--- src/rtl/stream_release_tap.sv ---
// Output buffer at the exit of a semaphore-guarded pipeline: FIFO plus registered
// output stage, per-element release pulse, packet-done pulse/counter and idle status.
module stream_release_tap #(
    parameter int unsigned FIFO_DEPTH    = 4,
    parameter int unsigned STREAM_WIDTH  = 32,
    parameter int unsigned KEEP_WIDTH    = 1,
    parameter int unsigned PKT_CNT_WIDTH = 16
) (
    input  logic                     aclk,
    input  logic                     reset,
    input  logic                     s_axis_tvalid,
    output logic                     s_axis_tready,
    input  logic                     s_axis_tlast,
    input  logic [STREAM_WIDTH-1:0]  s_axis_tdata,
    input  logic [KEEP_WIDTH-1:0]    s_axis_tkeep,
    output logic                     m_axis_tvalid,
    input  logic                     m_axis_tready,
    output logic                     m_axis_tlast,
    output logic [STREAM_WIDTH-1:0]  m_axis_tdata,
    output logic [KEEP_WIDTH-1:0]    m_axis_tkeep,
    output logic                     sigRelease,
    output logic                     pktDone,
    output logic [PKT_CNT_WIDTH-1:0] pktCount,
    input  logic                     pktCountClear,
    output logic                     idle
);
    localparam int unsigned AW = (FIFO_DEPTH > 1) ? $clog2(FIFO_DEPTH) : 1;
    typedef logic [AW:0] ptr_t;

    logic [STREAM_WIDTH-1:0] mem_data [FIFO_DEPTH];
    logic [KEEP_WIDTH-1:0]   mem_keep [FIFO_DEPTH];
    logic                    mem_last [FIFO_DEPTH];

    ptr_t          wr_ptr, rd_ptr, wr_ptr_nxt, rd_ptr_nxt, fifo_cnt_nxt;
    logic [AW-1:0] wr_idx, rd_idx;
    logic          full, empty, wr_hs, m_hs, out_load, bypass, fifo_wr, fifo_rd;
    logic          tvalid_nxt, idle_nxt;

    assign wr_idx        = wr_ptr[AW-1:0];
    assign rd_idx        = rd_ptr[AW-1:0];
    assign empty         = (wr_ptr == rd_ptr);
    assign full          = (wr_ptr[AW] != rd_ptr[AW]) && (wr_idx == rd_idx);
    assign s_axis_tready = !full;
    assign wr_hs         = s_axis_tvalid && !full;
    assign m_hs          = m_axis_tvalid && m_axis_tready;
    assign out_load      = !m_axis_tvalid || m_axis_tready;
    // An empty FIFO lets a new element go straight into the output register,
    // giving single-cycle latency without a combinational ready path.
    assign bypass        = out_load && empty;
    assign fifo_wr       = wr_hs && !bypass;
    assign fifo_rd       = out_load && !empty;

    always_comb begin
        wr_ptr_nxt   = wr_ptr + ptr_t'(fifo_wr);
        rd_ptr_nxt   = rd_ptr + ptr_t'(fifo_rd);
        fifo_cnt_nxt = wr_ptr_nxt - rd_ptr_nxt;
        tvalid_nxt   = out_load ? (fifo_rd || wr_hs) : 1'b1;
        idle_nxt     = (fifo_cnt_nxt == '0) && !tvalid_nxt && !m_hs;
    end

    always_ff @(posedge aclk) begin
        if (fifo_wr) begin
            mem_data[wr_idx] <= s_axis_tdata;
            mem_keep[wr_idx] <= s_axis_tkeep;
            mem_last[wr_idx] <= s_axis_tlast;
        end
    end

    always_ff @(posedge aclk or posedge reset) begin
        if (reset) begin
            wr_ptr        <= '0;
            rd_ptr        <= '0;
            m_axis_tvalid <= 1'b0;
            m_axis_tdata  <= '0;
            m_axis_tkeep  <= '0;
            m_axis_tlast  <= 1'b0;
            sigRelease    <= 1'b0;
            pktDone       <= 1'b0;
            pktCount      <= '0;
            idle          <= 1'b1;
        end else begin
            wr_ptr        <= wr_ptr_nxt;
            rd_ptr        <= rd_ptr_nxt;
            m_axis_tvalid <= tvalid_nxt;
            if (fifo_rd) begin
                m_axis_tdata <= mem_data[rd_idx];
                m_axis_tkeep <= mem_keep[rd_idx];
                m_axis_tlast <= mem_last[rd_idx];
            end else if (bypass && wr_hs) begin
                m_axis_tdata <= s_axis_tdata;
                m_axis_tkeep <= s_axis_tkeep;
                m_axis_tlast <= s_axis_tlast;
            end
            sigRelease <= m_hs;
            pktDone    <= m_hs && m_axis_tlast;
            if (pktCountClear)
                pktCount <= '0;
            else if (m_hs && m_axis_tlast && (pktCount != '1))
                pktCount <= pktCount + 1'b1;
            idle <= idle_nxt;
        end
    end
endmodule
--- config.mk ---
export PLATFORM = sky130hd
export DESIGN_NAME = stream_release_tap
export DESIGN_NICKNAME = d
export VERILOG_FILES = /design/src/rtl/stream_release_tap.sv
export SDC_FILE = /design/constraint.sdc
export NUM_CORES = 1
export LEC_CHECK = 0
export BUFFER_PORTS_ARGS = -buffer_cell sky130_fd_sc_hd__clkbuf_2
export CAP_MARGIN = 20
export CORE_AREA = 2 2 127 129
export CTS_CLUSTER_SIZE = 8
export DETAILED_ROUTE_END_ITERATION = 6
export DIE_AREA = 0 0 129 131
export PLACE_DENSITY = 0.71
export SYNTH_ARGS = -nofsm -noshare
export SYNTH_HDL_FRONTEND = slang
export SYNTH_SLANG_ARGS = --single-unit
--- constraint.sdc ---
create_clock -name aclk -period 4.1 [get_ports aclk]
set_clock_uncertainty 0.1 [all_clocks]
set_input_delay 0.205 -clock aclk [delete_from_list [all_inputs] [get_ports aclk]]
set_output_delay 0.205 -clock aclk [all_outputs]
set_load 0.03 [all_outputs]
After elaboration in Yosys (flattened, before gate mapping)
Memory sizes are Yosys's and may differ from the RTL's.
Cells that the tools add are included.
{"block": "op_classes", "n_eq_ne": 4, "reduce_logical": 22, "addsub": 4, "n_mux": 11}
{"operator": "32-bit 2-to-1 mux", "count": 2}
{"operator": "16-bit 2-to-1 mux", "count": 2}
{"operator": "16-bit by 1-bit adder with 16-bit output (second input constant)", "count": 1}
{"operator": "16-bit inequality test (second input constant)", "count": 1}
{"operator": "1-bit logical AND", "count": 11}
{"operator": "1-bit 2-to-1 mux", "count": 7}
{"operator": "3-bit by 1-bit adder with 3-bit output", "count": 2}
{"operator": "1-bit zero test", "count": 6}
{"operator": "2-bit nonzero test", "count": 2}
{"operator": "3-bit == test", "count": 1}
{"operator": "3-bit zero test", "count": 1}
{"operator": "3-bit subtractor", "count": 1}
{"operator": "2-bit == test", "count": 1}
{"operator": "1-bit logical OR", "count": 2}
{"operator": "1-bit inequality test", "count": 1}
{"block": "totals", "word_cells": 54, "regBits": 60, "ramBits": 136, "memories": 3}
{"memory": "mem_data", "words": 4, "word_bits": 32, "read_ports": 1, "rd_ports_with_merged_regs": 0, "write_ports": 1, "line_no": "30", "text": "logic [STREAM_WIDTH-1:0] mem_data [FIFO_DEPTH];"}
{"memory": "mem_keep", "words": 4, "word_bits": 1, "read_ports": 1, "rd_ports_with_merged_regs": 0, "write_ports": 1, "line_no": "31", "text": "logic [KEEP_WIDTH-1:0] mem_keep [FIFO_DEPTH];"}
{"memory": "mem_last", "words": 4, "word_bits": 1, "read_ports": 1, "rd_ports_with_merged_regs": 0, "write_ports": 1, "line_no": "32", "text": "logic mem_last [FIFO_DEPTH];"}

Longest topological paths before layout
{"block": "logic_depth", "depth_word": 10, "ltp_mapped": 13, "mapped_depth_nobuf": 11}

Worst setup path before layout
Ideal clock, no wire load.
{"block": "synth_path", "path_type": "register to register", "start": "register m_axis_tvalid", "end": "memory mem_data[1][0] (enable)", "setup_time_ps": 475, "arrival_time_ps": 3792, "t_required_ps": 3525, "period_less_slack_ps": 4367, "path_stages_with_launch": 5, "path_slack_ps": -267, "path_cell_list": "dfrtp_1 -> nor2b_1 -> and2_0 -> o21ai_0 -> nor3b_1"}
{"block": "synth_between", "elab_chain_len": 7}
{"element": "from (decl)", "line_no": "16", "text": "output logic m_axis_tvalid,"}
{"element": "from (signal assigned)", "line_no": "84", "text": "m_axis_tvalid <= tvalid_nxt;"}
{"element": "1-bit zero test", "line_no": "46", "text": "assign out_load = !m_axis_tvalid || m_axis_tready;"}
{"element": "1-bit logical OR", "line_no": "46"}
{"element": "1-bit logical AND", "line_no": "49", "text": "assign bypass = out_load && empty;"}
{"element": "1-bit zero test", "line_no": "50", "text": "assign fifo_wr = wr_hs && !bypass;"}
{"element": "1-bit logical AND", "line_no": "50"}
{"element": "1-bit 2-to-1 mux", "line_no": "62", "text": "if (fifo_wr) begin"}
{"element": "1-bit 2-to-1 mux (implied by the code)", "line_no": "63", "text": "mem_data[wr_idx] <= s_axis_tdata;"}
{"element": "to (decl)", "line_no": "30"}
Every way passes these cells.

Worst setup path in the final report
{"block": "layout_path", "start": "register m_axis_tvalid", "end": "register idle"}
{"block": "layout_between", "elab_chain_len": 10}
{"element": "1-bit zero test", "line_no": "46"}
{"element": "1-bit logical OR", "line_no": "46"}
{"element": "1-bit logical AND", "line_no": "49"}
{"element": "1-bit zero test", "line_no": "50"}
{"element": "1-bit logical AND", "line_no": "50"}
{"element": "3-bit by 1-bit adder with 3-bit output", "line_no": "54", "text": "wr_ptr_nxt = wr_ptr + ptr_t'(fifo_wr);"}
{"element": "net wr_ptr_nxt[1]", "line_no": "34", "text": "ptr_t wr_ptr, rd_ptr, wr_ptr_nxt, rd_ptr_nxt, fifo_cnt_nxt;"}
{"element": "3-bit subtractor", "line_no": "56", "text": "fifo_cnt_nxt = wr_ptr_nxt - rd_ptr_nxt;"}
{"element": "3-bit zero test", "line_no": "58", "text": "idle_nxt = (fifo_cnt_nxt == '0) && !tvalid_nxt && !m_hs;"}
{"element": "1-bit logical AND (2 in series)", "line_no": "58"}
{"element": "net idle_nxt", "line_no": "37", "text": "logic tvalid_nxt, idle_nxt;"}
{"element": "to (signal assigned)", "line_no": "100", "text": "idle <= idle_nxt;"}
{"element": "to (decl)", "line_no": "25", "text": "output logic idle"}
The timed path passes the listed nets, and every way through them passes these cells.
A chain may end at the register's enable or synchronous reset.

==> metrics.md <==
| Metric | Value |
|---|---|
| Status | finished, final reports clean |
| Number of nets in the layout | 631 |
| Post-synthesis async set-or-reset flop share | 30.6% |
| Hold Startpoint | pktCountClear |
| Detail Placement HPWL | 9.75 mm |
| Inserted Diodes | 0 |
| Critical path class | reg -> reg |
| HP Class | in -> reg |
| Area share of the largest cell type after synthesis | 51.9% |
| Synth Flop Type | edfxtp_1 |
| Worst r2r src | m_axis_tvalid |
| Startpoint Class | flip-flop |
| Most frequent CP cell | ha_1 |
| Finished layout cell area | 9510 sq um |
| Cell area after synthesis | 7880 sq um |
| Mapped Cells | 447 |
| CP endpoint kind | flip-flop |
| Reg area | 5590 sq um |
| # rows | 46 |
| Final WL | 16.9 mm |
| Relative slew slack | 36.1% |
| Setup bufs post-CTS | 0 |
| Fin. max-slew vios | 0 |
| Peak VDD IR | 404 uV |
| Layout cells sized above 1 | 36.3% |
| Clock share of power | 21.7% |
| Critical Path Stages | 11 |
| Worst-case reg-to-reg path depth | 11 |
| Initial core utilization | 50.5% |
| Gr usage total | 21.3% |
| Total congestion overflow | 0 |
| Initial antenna violation count | 0 |
| Sw Ratio | 33.6% |
| Post-Syn Nets | 493 |
| First-pass GRT wire length | 26.5 mm |
| Cells after DPL | 744 |
| Max-cap violations | 0 |
| Reg-to-reg slack, setup | 0.73 ns |
| Syn avg cell area | 17.6 sq um |
| CTS Sinks | 196 |
| IO Port Bufs | 93 |
| Total CTS buffers | 17 |
| Yosys top cell by area | edfxtp_1 |
| Die W | 129 um |
| Ranking of synthesized cells by area | edfxtp_1 52%, dfrtp_1 19%, mux4_2 9.7% |
| Post-CTS sizing | 0 |
| Final hold viol count | 0 |
| CP max stage delay | 0.47 ns |
| Crit path time final | 3.37 ns |
| Post-synth EDFFs | 136 |
| Seq cells post-synth | 196 |
| Final setup fails | 0 |
| Yosys Warn Count | 0 |
| Period utilization | 82.1% |
| Power consumption | 6820 uW |
| WL per Instance | 20.8 um |
| Vias per inst | 5.78 |
| Clk root buf | clkbuf_16 |
| Die ar. | 16900 sq um |
| Worst-Margin Slew | 0.958 ns |
| Cts hold-fix bufs | 37 |
| Largest net degree at the start of global routing | 38 |
| Reg clk slew, reported paths | 0.06 ns |
| Antenna Nets Post-Route | 0 |
| Yosys cell types | 44 |
| FMAX | 0.297 GHz |
| Pwr/cell area | 717 nW/um^2 |
| Crit path DAT | 3.58 ns |
| Multi-input combinational cell area | 2160 sq um |
| Sequential share of the synthesized area | 70.9% |
| Launch point of the worst path | m_axis_tvalid |
| Hold Path Depth | 2 |
| CP Buf/Inv Count | 2 |
| Final std cells w/o fill | 814 |
| Placed cell area | 8620 sq um |
| Drt drc | 0 |
| Slowest cell on the critical path | o21ai_0 |
| TritonRoute pass-1 iters | 4 |
| I/O pin count | 94 |
| Iter 0 DRT Violations | 305 |
| Placeable Area | 15600 sq um |
| H-tree depth | 4 |
| Gpl congestion | 0.790 |
| CP max FO | 36 |
| Combinational Power Share | 35.4% |
| Clk_lat worst skew | 0.42 ns |
| Via count | 4702 |
| Static Leak | 0.00346 uW |
| Reg power frac | 42.9% |
| Layout Area Growth over Synthesis | 20.7% |
| Die Y | 131 um |
| Internal | 4530 uW |
| Worst-path cell chain | nor2b_2, buf_4, and2_0, o21ai_0, inv_1, ha_1, ha_1, ha_1, a21oi_1, xor3_1, nor4_1 |
| Vias in the first global route | 4850 |
| Switch Pwr | 2300 uW |
| RSZ-0062 raised after global routing | false |
| Critical path's top delay family | adder cells |
| Critical Path RT | 4.32 ns |
| Maximum clock insertion buffer count | 2 |
| Number of fill cells | 1167 |
| CTS tree | done |
==> power by group through the flow <==
stage	clock (uW)	sequential [uW]	combinational, uW
after global placement	0	2930	2370
after detailed placement	0	2960	2410
after global routing	1600	2970	2600
final	1480	2920	2420
after floorplan	0	3260	1410
after CTS	1510	2930	2460
==> worst paths after layout <==
check / to
max in group asynchronous: m_axis_tdata[18]
worst max register to register: idle
worst min-delay path: pktCount[9]
min in group asynchronous: pktCount[9]
worst max-delay path: idle
worst min register to register: wr_ptr[2]
==> kinds of logic after synthesis <==
kind of cell,Yosys count,synth area share (%)
XOR/XNOR,6,0.858
adder cells (fa/ha/maj),7,1.11
buffers and inverters,34,1.84
AO/OA/AOI/OAI,61,6.96
flip-flops,196,70.9
AND/OR/NAND/NOR,103,7.72
multiplexers,40,10.6
==> through the flow <==
step                setup TNS (ns)  hold WS [ns]  setup WS [ns]  utilization, %
detailed placement               0         0.322          0.746            55.2
floorplan                   -18.74         0.141         -0.267               -
global route                     0         0.150          0.566            61.0
CTS                              0         0.108          0.741            60.9
finish                           0         0.128          0.734            61.0
global placement                 0         0.302          0.916            55.2
==> Yosys cell counts, types with 2 or more instances <==
cell / count
o21ai_0: 4
nor3_1: 4
or4_1: 2
or2_2: 2
dfrtp_1: 59
o21a_1: 2
o31ai_1: 5
buf_2: 13
nor2_1: 9
ha_1: 7
mux4_2: 34
nand3_1: 7
inv_1: 10
o221a_2: 34
nand4_1: 7
a21oi_1: 12
clkbuf_1: 10
nor3b_1: 2
nor4_1: 2
edfxtp_1: 136
nand2_1: 10
mux2_2: 5
nor2b_1: 6
xnor2_1: 3
xor2_1: 2
and2_1: 3
or3_1: 40
==> flip-flops by register name (all words and copies together) (netlist names) <==
register	flops
m_axis_tkeep	1
wr_ptr	3
idle	1
m_axis_tvalid	1
mem_last	4
m_axis_tdata	32
sigRelease	1
m_axis_tlast	1
pktDone	1
mem_keep	4
mem_data	128
pktCount	16
rd_ptr	3
==> area by class of cell <==
type	count	area share (%)
Clock inverter	4	0.303
Multi-Input combinational cell	217	22.7
Clock buffer	28	5.12
Inverter	10	0.395
Tap cell	216	2.84
Sequential cell	196	58.8
Timing Repair Buffer	143	9.82
==> metal layers <==
layer	vias to the layer above	part of all wire [%]	GRT usage (%)
met5	-	0	0
met4	0	0.81	5.18
met3	14	5.0	5.54
met2	138	51	36.4
met1	2459	43	27.6
li1	2091	-	-
==> placed cells by master (no fill, tap or decap), types with 2 or more instances in the layout <==
cell / netlist / final
xnor2_1: 3 / 3
dfrtp_2: 0 / 2
buf_4: 0 / 12
o21ai_0: 4 / 4
nand4_1: 7 / 7
nor3_1: 4 / 3
clkbuf_8: 0 / 2
o221a_2: 34 / 34
clkbuf_2: 1 / 93
or2_2: 2 / 2
mux2_2: 5 / 5
nand3_1: 7 / 7
ha_1: 7 / 7
nor3b_2: 0 / 2
clkbuf_1: 10 / 9
inv_1: 10 / 9
nor4_1: 2 / 2
nand2_1: 10 / 10
dfrtp_1: 59 / 57
clkinvlp_4: 0 / 2
edfxtp_1: 136 / 136
nor2_1: 9 / 9
or4_1: 2 / 2
nor2b_1: 6 / 5
or3_1: 40 / 40
xor2_1: 2 / 2
dlygate4sd3_1: 0 / 37
and2_1: 3 / 3
clkbuf_16: 0 / 17
and3_2: 1 / 2
a21oi_1: 12 / 12
o31ai_1: 5 / 5
mux4_2: 34 / 34
Power figures use the tool's default switching activity.
